[config.mk]
export PLATFORM = sky130hd
export DESIGN_NAME = bp_be_mem_retire
export DESIGN_NICKNAME = d
export VERILOG_FILES = /design/src/rtl/bp_be_pkg.sv /design/src/rtl/bp_be_mem_exc_encode.sv /design/src/rtl/bp_be_mem_retire.sv
export SDC_FILE = /design/constraint.sdc
export NUM_CORES = 1
export LEC_CHECK = 0
export ABC_CLOCK_PERIOD_IN_PS = 5000
export CORE_ASPECT_RATIO = 0.75
export CORE_MARGIN = 4
export CORE_UTILIZATION = 45
export CTS_BUF_LIST = sky130_fd_sc_hd__clkbuf_4 sky130_fd_sc_hd__clkbuf_8
export DETAILED_ROUTE_END_ITERATION = 8
export PLACE_DENSITY = 0.88
export SETUP_SLACK_MARGIN = 0.02
export SYNTH_ARGS = -nofsm -noshare
export SYNTH_HDL_FRONTEND = slang
export SYNTH_HIERARCHICAL = 1
export SYNTH_SLANG_ARGS = --single-unit
export TNS_END_PERCENT = 100
[constraint.sdc]
create_clock -name clk_i -period 5 [get_ports clk_i]
set_clock_uncertainty 0.2 [all_clocks]
set_input_delay 0.75 -clock clk_i [delete_from_list [all_inputs] [get_ports clk_i]]
set_output_delay 0.75 -clock clk_i [all_outputs]
set_load 0.05 [all_outputs]
[src/rtl/bp_be_pkg.sv]
// Shared types and constants for the backend memory retire logic.
// Holds the retire FSM state type and the RISC-V mcause codes for memory faults.
package bp_be_pkg;

  typedef enum logic [1:0] {
    e_idle      = 2'd0,
    e_tlb_wait  = 2'd1,
    e_miss_wait = 2'd2,
    e_replay    = 2'd3
  } bp_be_mem_retire_state_e;

  localparam logic [3:0] store_misaligned_cause_c = 4'd6;
  localparam logic [3:0] load_misaligned_cause_c  = 4'd4;
  localparam logic [3:0] store_page_cause_c       = 4'd15;
  localparam logic [3:0] load_page_cause_c        = 4'd13;
  localparam logic [3:0] store_access_cause_c     = 4'd7;
  localparam logic [3:0] load_access_cause_c      = 4'd5;

endpackage

[src/rtl/bp_be_mem_exc_encode.sv]
// Priority encoder turning the mem3 fault vector into an mcause code.
// Fault bits are {store_misaligned, load_misaligned, store_page, load_page,
// store_access, load_access}; the MSB has the highest priority.
module bp_be_mem_exc_encode
  import bp_be_pkg::*;
 (input  logic [5:0] fault
  , output logic [3:0] cause
  );

  // Pick the highest-priority fault; zero when no fault is present
  always_comb begin
    cause = 4'd0;
    if (fault[5])      cause = store_misaligned_cause_c;
    else if (fault[4]) cause = load_misaligned_cause_c;
    else if (fault[3]) cause = store_page_cause_c;
    else if (fault[2]) cause = load_page_cause_c;
    else if (fault[1]) cause = store_access_cause_c;
    else if (fault[0]) cause = load_access_cause_c;
  end

endmodule

[src/rtl/bp_be_mem_retire.sv]
// Retire stage for memory instructions leaving mem3.
// Completes loads, raises exceptions, and parks TLB / D$ misses until they are
// serviced, then requests a replay of the missing instruction from the front end.
// Optional miss-cycle statistics counter: define BP_BE_MEM_RETIRE_STATS_EN.
module bp_be_mem_retire
  import bp_be_pkg::*;
 #(parameter int vaddr_width_p    = 39
  , parameter int dword_width_p    = 64
  , parameter int miss_cnt_width_p = 16
  )
 (input  logic                        clk_i
  , input  logic                        reset_i
  , input  logic                        v_i
  , input  logic                        kill_i
  , input  logic                        flush_i
  , input  logic [vaddr_width_p-1:0]    pc_i
  , input  logic [vaddr_width_p-1:0]    vaddr_i
  , input  logic [dword_width_p-1:0]    data_i
  , input  logic                        tlb_miss_v_i
  , input  logic                        cache_miss_v_i
  , input  logic                        fencei_v_i
  , input  logic [5:0]                  fault_i
  , input  logic                        ptw_fill_v_i
  , input  logic                        cache_req_complete_i
  , input  logic                        replay_ready_i
  , output logic                        wb_v_o
  , output logic [dword_width_p-1:0]    wb_data_o
  , output logic                        exc_v_o
  , output logic [3:0]                  exc_cause_o
  , output logic [vaddr_width_p-1:0]    exc_tval_o
  , output logic [vaddr_width_p-1:0]    exc_pc_o
  , output logic                        replay_v_o
  , output logic [vaddr_width_p-1:0]    replay_pc_o
  , output logic                        stall_o
  , output logic [miss_cnt_width_p-1:0] miss_cycles_o
  );

  bp_be_mem_retire_state_e state_r, state_n;
  logic [vaddr_width_p-1:0] replay_pc_r;
  logic [3:0] cause_n;
  logic accept, fault_v, miss_capture, wb_n, exc_n;

  // A fence.i retires like an ordinary load, so it needs no dedicated path
  logic unused_fencei;
  assign unused_fencei = fencei_v_i;

  assign accept       = (state_r == e_idle) & v_i & ~kill_i & ~flush_i;
  assign fault_v      = |fault_i;
  assign miss_capture = accept & ~fault_v & (tlb_miss_v_i | cache_miss_v_i);
  assign wb_n         = accept & ~fault_v & ~tlb_miss_v_i & ~cache_miss_v_i;
  assign exc_n        = accept & fault_v;

  bp_be_mem_exc_encode exc_encode
   (.fault (fault_i)
    ,.cause (cause_n)
    );

  // State register
  always_ff @(posedge clk_i or negedge reset_i) begin
    if (!reset_i) state_r <= e_idle;
    else          state_r <= state_n;
  end

  // Next-state logic; a flush overrides every completion and handshake
  always_comb begin
    state_n = state_r;
    case (state_r)
      e_idle:      if (miss_capture) state_n = tlb_miss_v_i ? e_tlb_wait : e_miss_wait;
      e_tlb_wait:  if (ptw_fill_v_i) state_n = e_replay;
      e_miss_wait: if (cache_req_complete_i) state_n = e_replay;
      e_replay:    if (replay_ready_i) state_n = e_idle;
      default:     state_n = e_idle;
    endcase
    if (flush_i) state_n = e_idle;
  end

  // Capture the PC of a missing instruction so it can be replayed later
  always_ff @(posedge clk_i or negedge reset_i) begin
    if (!reset_i)          replay_pc_r <= '0;
    else if (miss_capture) replay_pc_r <= pc_i;
  end

  // Registered writeback and exception pulses with their payloads
  always_ff @(posedge clk_i or negedge reset_i) begin
    if (!reset_i) begin
      wb_v_o      <= 1'b0;
      wb_data_o   <= '0;
      exc_v_o     <= 1'b0;
      exc_cause_o <= 4'd0;
      exc_tval_o  <= '0;
      exc_pc_o    <= '0;
    end else begin
      wb_v_o  <= wb_n;
      exc_v_o <= exc_n;
      if (wb_n) wb_data_o <= data_i;
      if (exc_n) begin
        exc_cause_o <= cause_n;
        exc_tval_o  <= vaddr_i;
        exc_pc_o    <= pc_i;
      end
    end
  end

  assign replay_v_o  = (state_r == e_replay);
  assign replay_pc_o = replay_pc_r;
  assign stall_o     = (state_r != e_idle);

`ifdef BP_BE_MEM_RETIRE_STATS_EN
  logic [miss_cnt_width_p-1:0] miss_cycles_r;

  // Saturating count of cycles spent waiting on a TLB fill or D$ miss
  always_ff @(posedge clk_i or negedge reset_i) begin
    if (!reset_i) miss_cycles_r <= '0;
    else if (((state_r == e_tlb_wait) || (state_r == e_miss_wait)) && !(&miss_cycles_r))
      miss_cycles_r <= miss_cycles_r + miss_cnt_width_p'(1);
  end

  assign miss_cycles_o = miss_cycles_r;
`else
  assign miss_cycles_o = '0;
`endif

endmodule

==> impl_metrics.tcl <==
set metrics [dict create \
    clk_transition_reported_paths_ns 0.10 \
    layout-area-overhead-vs-synth_pct 53.42 \
    avgViaCountPerCell 4.876 \
    met3_usage 0.08899 \
    htree_num_levels 4 \
    total_power_divided_by_cell_area_nw_per_um2 427.1 \
    global_route.peak_usage_layer "met2" \
    worst_flop_to_flop_path_endpoint "wb_data_o[23]$_DFFE_PN0P_" \
    floorplan.die.width_um 156.3 \
    grt_pass1_wl_um 31130 \
    ys_seq_area_frac 0.6375 \
    detail_route.wl_per_cell_um 20.08 \
    setup.worst_path.end "wb_data_o[23]$_DFFE_PN0P_" \
    final_period_minus_worst_setup_slack_ns 3.077 \
    synth_cells 449 \
    whs_ns 0.1013 \
    post-route-drc-count 0 \
    worst_r2r_path_depth 5 \
    worst_ir_drop_vdd_uv 358.4 \
    place_ws_ns 1.420 \
    final.fill_count 1063 \
    gp_routability_congestion 0.8115 \
    synthesis.area_sq_um 7418 \
    report.final.hold_viol_count 0 \
    critPathSlowestCell "nand3_4" \
    timing.max_cap.violations 0 \
    layout.cells.most_common "clkdlybuf4s50_1" \
    layout_common_cells "345 x clkdlybuf4s50_1, 189 x dfrtp_1, 119 x mux2_2" \
    floorplan.die.height_um 119.2 \
    post_cts_resize_count 0 \
    pin_count_of_the_biggest_net_entering_global_routing 97 \
    ios 364 \
    cts-root-to-sink-buffers 2 \
    initial_core_util 0.4618 \
    clock_tree.root_cell "clkbuf_8" \
    postSynthRegisterBits 189 \
    critical_path_class "in -> reg" \
    groute.usage.overall 0.2185 \
    final_net_count 963 \
    cts_made_buffers 17 \
    timing.critical_path.cells "clkdlybuf4s50_1 -> nor4_4 -> and2_2 -> nand3_4 -> mux2_1" \
    grt_util_met1 0.2356 \
    clock_latency_at_the_later_pin_of_the_worst_skew_pair_ns 0.46 \
    syn_area_per_cell_sq_um 16.52 \
    antenna_found_initial 0 \
    post_cts_setup_buffers 0 \
    drt-initial-drc-count 200 \
    antenna_violating_nets_post_route 0 \
    run_status "finished clean" \
    timing.critical_path.required_ns 5.14 \
    finalSetupViolCount 0 \
    final_critical_path_setup_slack_ns 1.923 \
    ys_async_sr_fraction 1.000 \
    synth_warnings 6 \
    final.period_utilization 0.6155 \
    cts.sinks 189 \
    tritoncts "yes" \
    reg2reg_slack_ns 2.27 \
    worstMarginPinSlew_ns 0.9270 \
    number_of_slew_limit_violations_in_the_final_report 0 \
    routed_wire_length_um 20520 \
    fp-row-count 40 \
    dp_hpwl_um 15610 \
    antenna_cells 0 \
    min_path_type "in -> async" \
    placed_cells 990 \
    path_max_fanout 64 \
    cp-start-kind "input pin" \
    synth_enable_flop_cells 0 \
    core_region_area_sq_um 16070 \
    final_layout_setup_total_negative_slack_ns 0 \
    synth-main-ff-cell "dfrtp_1" \
    netlist-cell-type-count 30 \
    leakage_uw 0.005142 \
    crit_arrival_ns 3.22 \
    end_kind "flop" \
    relSlewSlack 0.3820 \
    drive_gt1_frac 0.2020 \
    fmax_mhz 324.9 \
    place.port_buffers 346 \
    design.die.area_sq_um 18620 \
    startpoint "fault_i[3]" \
    regToRegStartpoint "state_r[0]$_DFFE_PN0P_" \
    overflow 0 \
    critPathMaxStageDelay_ns 0.66 \
    holdBufCountCts 0 \
    first_global_vias 5540 \
    global_routing_usage_on_met2 0.3867 \
    firstDrtPassIters 7 \
    via_count 4983 \
    post_layout_nonfiller_instances 1022 \
    grt_setup_unrepaired "no" \
]
[kinds of logic (layout without fill, tap and decap cells)]
| group | count (synthesis) | in the layout | share of synthesized area |
|---|---|---|---|
| mux | 185 | 185 | 0.2808 |
| flops | 189 | 189 | 0.6375 |
| simple gates | 20 | 20 | 0.02075 |
| other cells | 1 | 16 | 0.0005055 |
| compound gates | 7 | 7 | 0.007591 |
| fa+ha+maj | 5 | 5 | 0.008433 |
| buf+inv | 42 | 390 | 0.04436 |
[sequential cells by signal (all words and copies together), names as in the netlist]
name and cells:
exc_cause_o 4, wb_v_o 1, exc_tval_o 39, replay_pc_o 39
exc_pc_o 39, wb_data_o 64, exc_v_o 1, state_r 2
[worst max-delay path: cells and delay by family]
kind | cells | cell delay [ns]
buffers and inverters | 1 | 0.51
and+or+nand+nor | 3 | 1.27
muxes | 1 | 0.62
[synthesized netlist by cell type, types with 2 or more instances]
master / instances / area, sq um
nor2b_1: 2 / 12.51
nor2_1: 5 / 18.77
o22ai_1: 2 / 12.51
inv_1: 7 / 26.28
ha_1: 5 / 62.56
dfrtp_1: 189 / 4730
mux2_2: 119 / 1340
buf_4: 16 / 120.1
buf_2: 5 / 25.02
mux2_1: 66 / 743.2
buf_6: 14 / 157.7
[how the worst min path moves through the flow]
stage	slack, ns	endpoint	start	cells after the start
after floorplan	0.25	exc_cause_o[0]$_DFFE_PN0P_	reset_i	0
after global placement	0.27	exc_pc_o[21]$_DFFE_PN0P_	exc_pc_o[21]$_DFFE_PN0P_	1
after detailed placement	0.28	wb_data_o[48]$_DFFE_PN0P_	wb_data_o[48]$_DFFE_PN0P_	1
after CTS	0.13	wb_data_o[10]$_DFFE_PN0P_	reset_i	1
after global routing	0.13	wb_data_o[10]$_DFFE_PN0P_	reset_i	1
final	0.10	wb_data_o[10]$_DFFE_PN0P_	reset_i	1
[cell type report]
type                            instances  area (sq um)  area share
Clock buffer                           20         269.0     0.02364
Clock inverter                         12         152.6     0.01341
Inverter                                7         26.28    0.002309
Multi-Input combinational cell        233          2424      0.2130
Sequential cell                       189          4730      0.4156
Tap cell                              210         262.8     0.02309
Timing Repair Buffer                  351          3517      0.3090
[report_power, final]
part,leakage (uW),internal [uW],switching (uW)
clock,0.000209,492,569
sequential,0.00244,1770,130
combinational,0.00249,699,1200
total,0.00514,2960,1900
[per-layer routing]
metal	vias to the layer above	share of wire
met3	33	0.092
met1	2488	0.36
met4	0	0.023
li1	2248	-
met2	214	0.52
met5	-	0
[metrics by stage]
stage	cell area [sq um]	total power, uW	util
floorplan	7475	3083	-
global placement	10960	3798	0.6822
detailed placement	10960	3843	0.6822
CTS	11380	4918	0.7084
global route	11380	5064	0.7084
finish	11380	4861	0.7084
Power figures use the tool's default switching activity.
